`config.mk`:
```
export PLATFORM = sky130hd
export DESIGN_NAME = moving_average_mc
export DESIGN_NICKNAME = d
export VERILOG_FILES = /design/src/rtl/moving_average_mc.sv
export SDC_FILE = /design/constraint.sdc
export NUM_CORES = 1
export LEC_CHECK = 0
export CORE_ASPECT_RATIO = 1.4
export CORE_MARGIN = 2
export CORE_UTILIZATION = 42
export DETAILED_ROUTE_END_ITERATION = 7
export GPL_ROUTABILITY_DRIVEN = 0
export PLACE_DENSITY_LB_ADDON = 0.1
export SLEW_MARGIN = 10
export SYNTH_ARGS = -nofsm -noshare
export SYNTH_HDL_FRONTEND = slang
export SYNTH_SLANG_ARGS = --single-unit
```
`constraint.sdc`:
```
create_clock -name clk -period 7.8 [get_ports clk]
set_input_delay 1.56 -clock clk [delete_from_list [all_inputs] [get_ports clk]]
set_output_delay 1.56 -clock clk [all_outputs]
set_load 0.1 [all_outputs]
```
`src/rtl/moving_average_mc.sv`:
```
// Per-channel power-of-two moving average over a tagged, interleaved sample stream.
// Two-cycle latency, one sample per cycle, no backpressure; a flush squashes work in flight.
module moving_average_mc #(
  parameter int CHANNELS = 4,
  parameter int MAX_LOG2 = 4,
  parameter int DATA_W   = 16,
  parameter bit SIGNED   = 1'b0,
  parameter bit ROUND    = 1'b1,
  localparam int CH_W    = (CHANNELS > 1) ? $clog2(CHANNELS) : 1,
  localparam int K_W     = $clog2(MAX_LOG2 + 1)
) (
  input  logic              clk,
  input  logic              nrst,
  input  logic              in_valid,
  input  logic [CH_W-1:0]   in_ch,
  input  logic [DATA_W-1:0] in_data,
  input  logic [K_W-1:0]    log2_depth,
  input  logic              clear,
  output logic              out_valid,
  output logic [CH_W-1:0]   out_ch,
  output logic [DATA_W-1:0] out_data,
  output logic              out_full
);

  localparam int DEPTH = 1 << MAX_LOG2;
  localparam int ACC_W = DATA_W + MAX_LOG2;
  localparam int F_W   = MAX_LOG2 + 1;
  localparam int SUM_W = ACC_W + 1;

  logic [MAX_LOG2-1:0] wptr_q [CHANNELS];
  logic [MAX_LOG2-1:0] wptr_d [CHANNELS];
  logic [F_W-1:0]      fill_q [CHANNELS];
  logic [F_W-1:0]      fill_d [CHANNELS];
  logic [ACC_W-1:0]    acc_q  [CHANNELS];
  logic [ACC_W-1:0]    acc_d  [CHANNELS];
  logic [K_W-1:0]      cur_k_q, cur_k_d;

  logic [DATA_W-1:0]   hist_mem [CHANNELS][DEPTH];

  logic                s1_vld_q, s1_vld_d;
  logic [CH_W-1:0]     s1_ch_q, s1_ch_d;
  logic [DATA_W-1:0]   s1_sample_q, s1_sample_d;
  logic [DATA_W-1:0]   s1_old_q, s1_old_d;
  logic                s1_full_q, s1_full_d;

  logic                out_valid_q, out_valid_d;
  logic [CH_W-1:0]     out_ch_q, out_ch_d;
  logic [DATA_W-1:0]   out_data_q, out_data_d;
  logic                out_full_q, out_full_d;

  logic [K_W-1:0]      k_clamp;
  logic                flush;
  logic                accept;
  logic [F_W-1:0]      win_len;
  logic [F_W-1:0]      fill_inc;
  logic [MAX_LOG2-1:0] rd_addr;
  logic [DATA_W-1:0]   old_val;
  logic [ACC_W-1:0]    sample_ext, old_ext, acc_next;
  logic [SUM_W-1:0]    rnd_add, rnd_sum;

  always_comb begin
    k_clamp  = (int'(log2_depth) > MAX_LOG2) ? K_W'(MAX_LOG2) : log2_depth;
    flush    = clear || (k_clamp != cur_k_q);
    accept   = in_valid && (int'(in_ch) < CHANNELS) && !flush;
    win_len  = F_W'(1) << cur_k_q;
    // With a full-depth window the low bits of win_len are zero, so the read hits wptr itself.
    rd_addr  = wptr_q[in_ch] - win_len[MAX_LOG2-1:0];
    fill_inc = fill_q[in_ch] + F_W'(1);
    old_val  = (fill_q[in_ch] < win_len) ? '0 : hist_mem[in_ch][rd_addr];

    wptr_d  = wptr_q;
    fill_d  = fill_q;
    acc_d   = acc_q;
    cur_k_d = cur_k_q;

    s1_vld_d    = accept;
    s1_ch_d     = in_ch;
    s1_sample_d = in_data;
    s1_old_d    = old_val;
    s1_full_d   = (fill_inc >= win_len);

    if (accept) begin
      wptr_d[in_ch] = wptr_q[in_ch] + 1'b1;
      if (fill_q[in_ch] != F_W'(DEPTH)) fill_d[in_ch] = fill_inc;
    end

    if (SIGNED) begin
      sample_ext = {{MAX_LOG2{s1_sample_q[DATA_W-1]}}, s1_sample_q};
      old_ext    = {{MAX_LOG2{s1_old_q[DATA_W-1]}}, s1_old_q};
    end else begin
      sample_ext = {{MAX_LOG2{1'b0}}, s1_sample_q};
      old_ext    = {{MAX_LOG2{1'b0}}, s1_old_q};
    end
    acc_next = acc_q[s1_ch_q] + sample_ext - old_ext;
    rnd_add  = (ROUND && (cur_k_q != '0)) ? (SUM_W'(1) << (cur_k_q - 1'b1)) : '0;
    rnd_sum  = {SIGNED && acc_next[ACC_W-1], acc_next} + rnd_add;

    out_valid_d = s1_vld_q && !flush;
    out_ch_d    = out_ch_q;
    out_data_d  = out_data_q;
    out_full_d  = out_full_q;
    if (out_valid_d) begin
      acc_d[s1_ch_q] = acc_next;
      out_ch_d       = s1_ch_q;
      out_full_d     = s1_full_q;
      if (SIGNED) out_data_d = DATA_W'($signed(rnd_sum) >>> cur_k_q);
      else        out_data_d = DATA_W'(rnd_sum >> cur_k_q);
    end

    // History is left alone on flush; fill gating hides stale words.
    if (flush) begin
      for (int c = 0; c < CHANNELS; c++) begin
        wptr_d[c] = '0;
        fill_d[c] = '0;
        acc_d[c]  = '0;
      end
      cur_k_d = k_clamp;
    end
  end

  always_ff @(posedge clk) begin
    if (accept) hist_mem[in_ch][wptr_q[in_ch]] <= in_data;
  end

  always_ff @(posedge clk or negedge nrst) begin
    if (!nrst) begin
      for (int c = 0; c < CHANNELS; c++) begin
        wptr_q[c] <= '0;
        fill_q[c] <= '0;
        acc_q[c]  <= '0;
      end
      cur_k_q     <= '0;
      s1_vld_q    <= 1'b0;
      s1_ch_q     <= '0;
      s1_sample_q <= '0;
      s1_old_q    <= '0;
      s1_full_q   <= 1'b0;
      out_valid_q <= 1'b0;
      out_ch_q    <= '0;
      out_data_q  <= '0;
      out_full_q  <= 1'b0;
    end else begin
      wptr_q      <= wptr_d;
      fill_q      <= fill_d;
      acc_q       <= acc_d;
      cur_k_q     <= cur_k_d;
      s1_vld_q    <= s1_vld_d;
      s1_ch_q     <= s1_ch_d;
      s1_sample_q <= s1_sample_d;
      s1_old_q    <= s1_old_d;
      s1_full_q   <= s1_full_d;
      out_valid_q <= out_valid_d;
      out_ch_q    <= out_ch_d;
      out_data_q  <= out_data_d;
      out_full_q  <= out_full_d;
    end
  end

  assign out_valid = out_valid_q;
  assign out_ch    = out_ch_q;
  assign out_data  = out_data_q;
  assign out_full  = out_full_q;

endmodule

```
==> results of run 1 <==
## worst min-delay path: cells and delay by family, from the launching register on
family / cells / cell delay, ps
flops: 1 / 320
simple gates: 2 / 90
## metrics by stage
step | hold WS [ps] | area, sq um | setup WS [ps] | total power, mW
6_report | 440 | 55500 | 1310 | 14.5
5_1_grt | 461 | 55500 | 912 | 15.0
4_1_cts | 438 | 55500 | 1380 | 14.6
3_5_place_dp | 425 | 52000 | 1360 | 9.26
3_3_place_gp | 431 | 52000 | 1540 | 9.23
2_1_floorplan | 414 | 49300 | 1610 | 8.49
## per-layer routing
layer	vias up	GRT usage [%]
met3	177	2.71
li1	10500	-
met5	-	0
met2	579	36.0
met4	2	7.37
met1	13300	26.2
## Yosys cell counts (14+ instances only)
master / instances / share of area (%)
buf_1: 24 / 0.18
nor2_1: 146 / 1.1
xor2_1: 18 / 0.32
a21oi_1: 33 / 0.33
edfxtp_1: 1024 / 62
o21ai_0: 56 / 0.57
xnor2_1: 22 / 0.39
a211oi_1: 29 / 0.44
ha_1: 47 / 1.2
dfrtp_1: 175 / 8.9
a21o_1: 14 / 0.21
mux4_2: 363 / 17
mux2i_1: 28 / 0.57
nor3_1: 17 / 0.17
nor2b_1: 26 / 0.33
nand2_1: 98 / 0.75
nand3_1: 22 / 0.22
clkbuf_1: 90 / 0.68
fa_1: 18 / 0.73
inv_1: 88 / 0.67
buf_2: 15 / 0.15
a22o_1: 49 / 0.87
## path summary, 6_finish.rpt
kind | endpoint | slack, ps | depth (start not counted)
min in group asynchronous | acc_q[76] | 820 | 1
worst min register to register | out_full | 440 | 2
worst min-delay path | out_full | 440 | 2
worst max register to register | out_data[15] | 1310 | 19
max in group asynchronous | fill_q[8] | 5690 | 2
worst max-delay path | out_data[15] | 1310 | 19
## registers in the layout, indices dropped and copies added (netlist names)
register / count
out_ch: 2
s1_old_q: 16
s1_sample_q: 16
hist_mem: 1024
acc_q: 80
s1_vld_q: 1
out_valid: 1
out_data: 16
s1_ch_q: 2
cur_k_q: 3
s1_full_q: 1
out_full: 1
wptr_q: 16
fill_q: 20
## logic make-up after synthesis
kind of cell / count (synthesis)
AO/OA/AOI/OAI: 255
XOR/XNOR: 40
adder cells (fa/ha/maj): 65
buffers and inverters: 225
flip-flops: 1199
multiplexers: 396
other: 1
AND/OR/NAND/NOR: 362
## layout make-up
type	count	share of cell area, %
clock buffers	149	5.48
inverters	93	0.629
well taps	1500	3.38
clock inverters	61	0.960
repair buffers	146	2.12
flip-flops and latches	1199	63.3
multi-input cells	1119	24.2
## power breakdown
part	internal [mW]	switching [mW]	leakage [nW]
clock	3.03	2.34	1.75
combinational	0.706	1.36	5.38
sequential	7.01	0.0386	11.6
==> impl_metrics.ini, run 1 <==
[status]
run_status = completed

[worst_setup_path]
crit_path_top_delay_cell = dfrtp_1
start_kind = flop
crit_arrival_ps = 7060
path_cells = buf_4, mux4_2, inv_1, fa_1, inv_1, ha_1, nand4b_1, nand2_1, xor2_1, ha_1, nand4b_1, a21oi_1, o21ai_1, nor4_2, nand4_1, or3b_1, nand3_1, nand3_1, a221o_1
critPathMaxStageDelay_ps = 960
worstSetupPathType = flop to flop
cp_num_buf_inv = 3
reg2reg_from = s1_ch_q[1]
required_ps = 8380
cp-end-kind = flop
critical_path.top_delay_family = simple AND/OR/NAND/NOR gates
startpoint = s1_ch_q[1]
worstPathMaxFanout = 17

[power]
peakVddDrop_mv = 0.178
power_density_nw_per_um2 = 261
p_leak_nw = 18.7

[timing]
finalCritPeriodShare_pct = 83.2
worst_pin_slew_ps = 1250
setup_violations = 0
fin_skew_ps = 27.8
slew_headroom_pct = 16.6
rsz0062_at_grt = false
final.setup.tns_ps = 0
min_period_ps = 6490
maxSlewViolCount = 0
hold_viol = 0
max_freq_ghz = 0.154

[cells_and_area]
seq_area_sq_um = 35100
syn2layout_area_growth_pct = 12.6
drive_gt1_share_pct = 24.9
diodes = 0
final_cell_count_no_fill = 4267
fill_cells = 9633
final_nets = 2762
mostFrequentLayoutCell = edfxtp_1
layout_common_cells = edfxtp_1 (1024), mux4_2 (363), dfrtp_1 (175)
multi_input_area_sq_um = 13400
final_core_util_pct = 47.7

[global_routing]
grt_pass1_wl_um = 180000
grt_pass1_vias = 25800
grt_max_degree = 95
grt_use_total_pct = 20.6
overflow = 0
antenna_found_initial = 1

[drt]
wl_per_cell_um = 28.5
wl_met2_um = 63700
drtPass1Iterations = 5
viasPerCell = 5.76
drt-total-wl_um = 122000
first_iter_violations = 1985
antenna_violating_nets_post_route = 0
top_layer = met5
wl_met3_um = 4830
drt-met1-wl_um = 49200
num_vias = 24600
drc = 0

[synthesis]
postSynth.asyncResetShare_pct = 14.6
synth_area_per_cell_sq_um = 19.4
synthMuxAreaShare_pct = 17.3
ys_ff_latch = 1199
synth_warnings = 0
yosys_most_used_dff = edfxtp_1
synthCells = 2543
synthXorXnorAreaFrac_pct = 0.710
synth_edf_count = 1024
synth_compound_area_share_pct = 3.74
ys_types = 76
syn_nets = 2633
synth_top_family_by_area = multiplexers
synth_simple_gate_area_share_pct = 3.39
ys_seq_area_share_pct = 71.2
syn_area_sq_um = 49300
synth_fa_ha_area_share_pct = 1.92

[clock_network]
ctsResizeCount = 0
ctsHoldBuffers = 0
clkSinkCount = 1199
insertion_delay_ps = 710
numCtsBuffers = 113
cts_root_buf = clkbuf_16
cts_tree = done
clock_path_buffers = 3
postCtsSetupRepairBufs = 0
htree_levels = 3
clk_pin_slew_ps = 60

[place]
dp.cells = 4057
dp_hpwl_um = 78900
port_buffers = 44

[min_path]
worstHoldPathType = flop to flop
holdCritStartpoint = s1_full_q

[floorplan]
dieArea_sq_um = 120000
initial_core_util_pct = 42.4
die_h_um = 410
num_io_pins = 45
die_x_um = 294
core_sq_um = 116000
row_count = 148

[run]
cap_violations = 0
Note: power is estimated with default switching activity, not from simulation.
==> run 2, diff against run 1 <==
Clock period 7.8 ns to 5.7 ns, I/O delays scaled along.
==> impl_metrics.ini, run 2 (synthesis results as in run 1) <==
[floorplan]
num_io_pins = 45
dieArea_sq_um = 120000
initial_core_util_pct = 42.4
die_x_um = 294
core_sq_um = 116000
row_count = 148
die_h_um = 410

[timing]
min_period_ps = 5470
finalCritPeriodShare_pct = 96.0
worst_pin_slew_ps = 1050
rsz0062_at_grt = false
fin_skew_ps = 25.4
maxSlewViolCount = 0
final.setup.tns_ps = 0
slew_headroom_pct = 30.0
max_freq_ghz = 0.183
setup_violations = 0
hold_viol = 0

[worst_setup_path]
path_cells = buf_12, buf_4, mux4_2, inv_1, fa_1, inv_1, ha_1, nand2_1, o21ai_1, nor2_1, a221o_1, nor4_2, buf_4, nand4_1, or3b_1, nand3_1, nand3_1, a221o_1
regToRegSetupSlack_ps = 230
worstSetupPathType = flop to flop
worstPathMaxFanout = 22
cp_num_buf_inv = 5
crit_path_top_delay_cell = mux4_2
required_ps = 6290
worstReg2RegEnd = out_data[15]
start_kind = flop
crit_arrival_ps = 6070
critPathMaxStageDelay_ps = 560
rr_worst_depth = 18
reg2reg_from = s1_ch_q[0]
cp-end-kind = flop
startpoint = s1_ch_q[0]
critical_path.top_delay_family = simple AND/OR/NAND/NOR gates

[drt]
drt-total-wl_um = 126000
num_vias = 24800
first_iter_violations = 2075
viasPerCell = 5.76
drc = 0
wl_per_cell_um = 29.3
drtPass1Iterations = 6
antenna_violating_nets_post_route = 0

[cells_and_area]
final_cell_count_no_fill = 4300
syn2layout_area_growth_pct = 13.5
mostFrequentLayoutCell = edfxtp_1
diodes = 0
drive_gt1_share_pct = 26.0
final_nets = 2795
largest_reg_flops = 1024
layout_common_cells = edfxtp_1 (1024), mux4_2 (363), dfrtp_1 (175)

[power]
p_seq_share_pct = 48.6
p_leak_nw = 19.0
peakVddDrop_mv = 0.246
power_density_nw_per_um2 = 354
p_sw_share_pct = 25.8
clkPwrFrac_pct = 36.9
combPwrFrac_pct = 14.5
p_sw_mw = 5.11
p_int_mw = 14.7

[clock_network]
clock_path_buffers = 3
insertion_delay_ps = 710
clk_pin_slew_ps = 60
cts_tree = done
clkSinkCount = 1199
numCtsBuffers = 113
htree_levels = 3
postCtsSetupRepairBufs = 0
cts_root_buf = clkbuf_16

[place]
dp_hpwl_um = 77700
port_buffers = 44
dp.cells = 4090

[status]
run_status = completed

[global_routing]
grt_max_degree = 112
overflow = 0
grt_use_total_pct = 21.3
antenna_found_initial = 4
grt_pass1_wl_um = 184000
grt_pass1_vias = 26300

[min_path]
holdCritStartpoint = s1_full_q
holdPathEnd = out_full
worstHoldPathType = flop to flop
holdPathStages = 2

[run]
cap_violations = 0
## run 2: worst max-delay path by stage
stage              endpoint  slack [ps]  cells past startpoint
2_1_floorplan  out_data[15]        0.09                     23
3_3_place_gp   out_data[15]         140                     20
3_5_place_dp   out_data[15]          20                     20
4_1_cts        out_data[15]          20                     21
5_1_grt        out_data[14]           6                     17
6_report       out_data[15]         230                     18
## run 2: power by group through the flow
| stage | Combinational, mW | Sequential, mW | Clock, mW |
|---|---|---|---|
| final | 2.88 | 9.63 | 7.33 |
| after detailed placement | 2.84 | 9.82 | 0 |
| after global placement | 2.80 | 9.82 | 0 |
| after floorplan | 1.61 | 10.0 | 0 |
| after CTS | 2.85 | 9.63 | 7.51 |
| after global routing | 3.08 | 9.64 | 7.83 |
## run 2: area by class of cell
| type | instances | area (sq um) |
|---|---|---|
| tap | 1500 | 1880 |
| sequential | 1199 | 35100 |
| inverter | 93 | 349 |
| timing repair buffer | 179 | 1540 |
| fill | 9534 | 60500 |
| clock buffer | 150 | 3110 |
| multi-input combinational | 1119 | 13500 |
| clock inverter | 60 | 484 |
## run 2: worst register-to-register path, cell delays in order, from the launching register on
cell     delay, ps
dfrtp_1        420
buf_12         160
buf_4          380
mux4_2         590
inv_1          140
fa_1           430
inv_1           70
ha_1           290
nand2_1         90
o21ai_1        450
nor2_1         110
a221o_1        560
nor4_2         320
buf_4          210
nand4_1        180
or3b_1         430
nand3_1        140
nand3_1         90
a221o_1        310
## run 2: stage by stage
stage	area [sq um]	setup slack, ps	hold slack, ps	utilization [%]	total power [mW]
floorplan	49300	0.0857	414	-	11.6
global placement	52300	136	431	44.9	12.6
detailed placement	52300	20.0	444	44.9	12.7
CTS	55900	19.4	460	48.0	20.0
global route	56000	5.70	500	48.1	20.5
finish	56000	227	454	48.1	19.8
## run 2: timing repair
item | CTS | global route
setup endpoints to repair | 1 | 10
gates resized for setup | 1 | 14
hold buffers | 0 | 0
## run 2: per-layer routing
| layer | global-route usage, % | wire (um) | vias to the layer above | share of wire [%] |
|---|---|---|---|---|
| li1 | - | - | 10600 | - |
| met1 | 26.2 | 49200 | 13300 | 39 |
| met2 | 39.0 | 68000 | 648 | 54 |
| met3 | 2.73 | 4860 | 178 | 3.9 |
| met4 | 6.76 | 3800 | 0 | 3.0 |
| met5 | 0 | 0 | - | 0 |
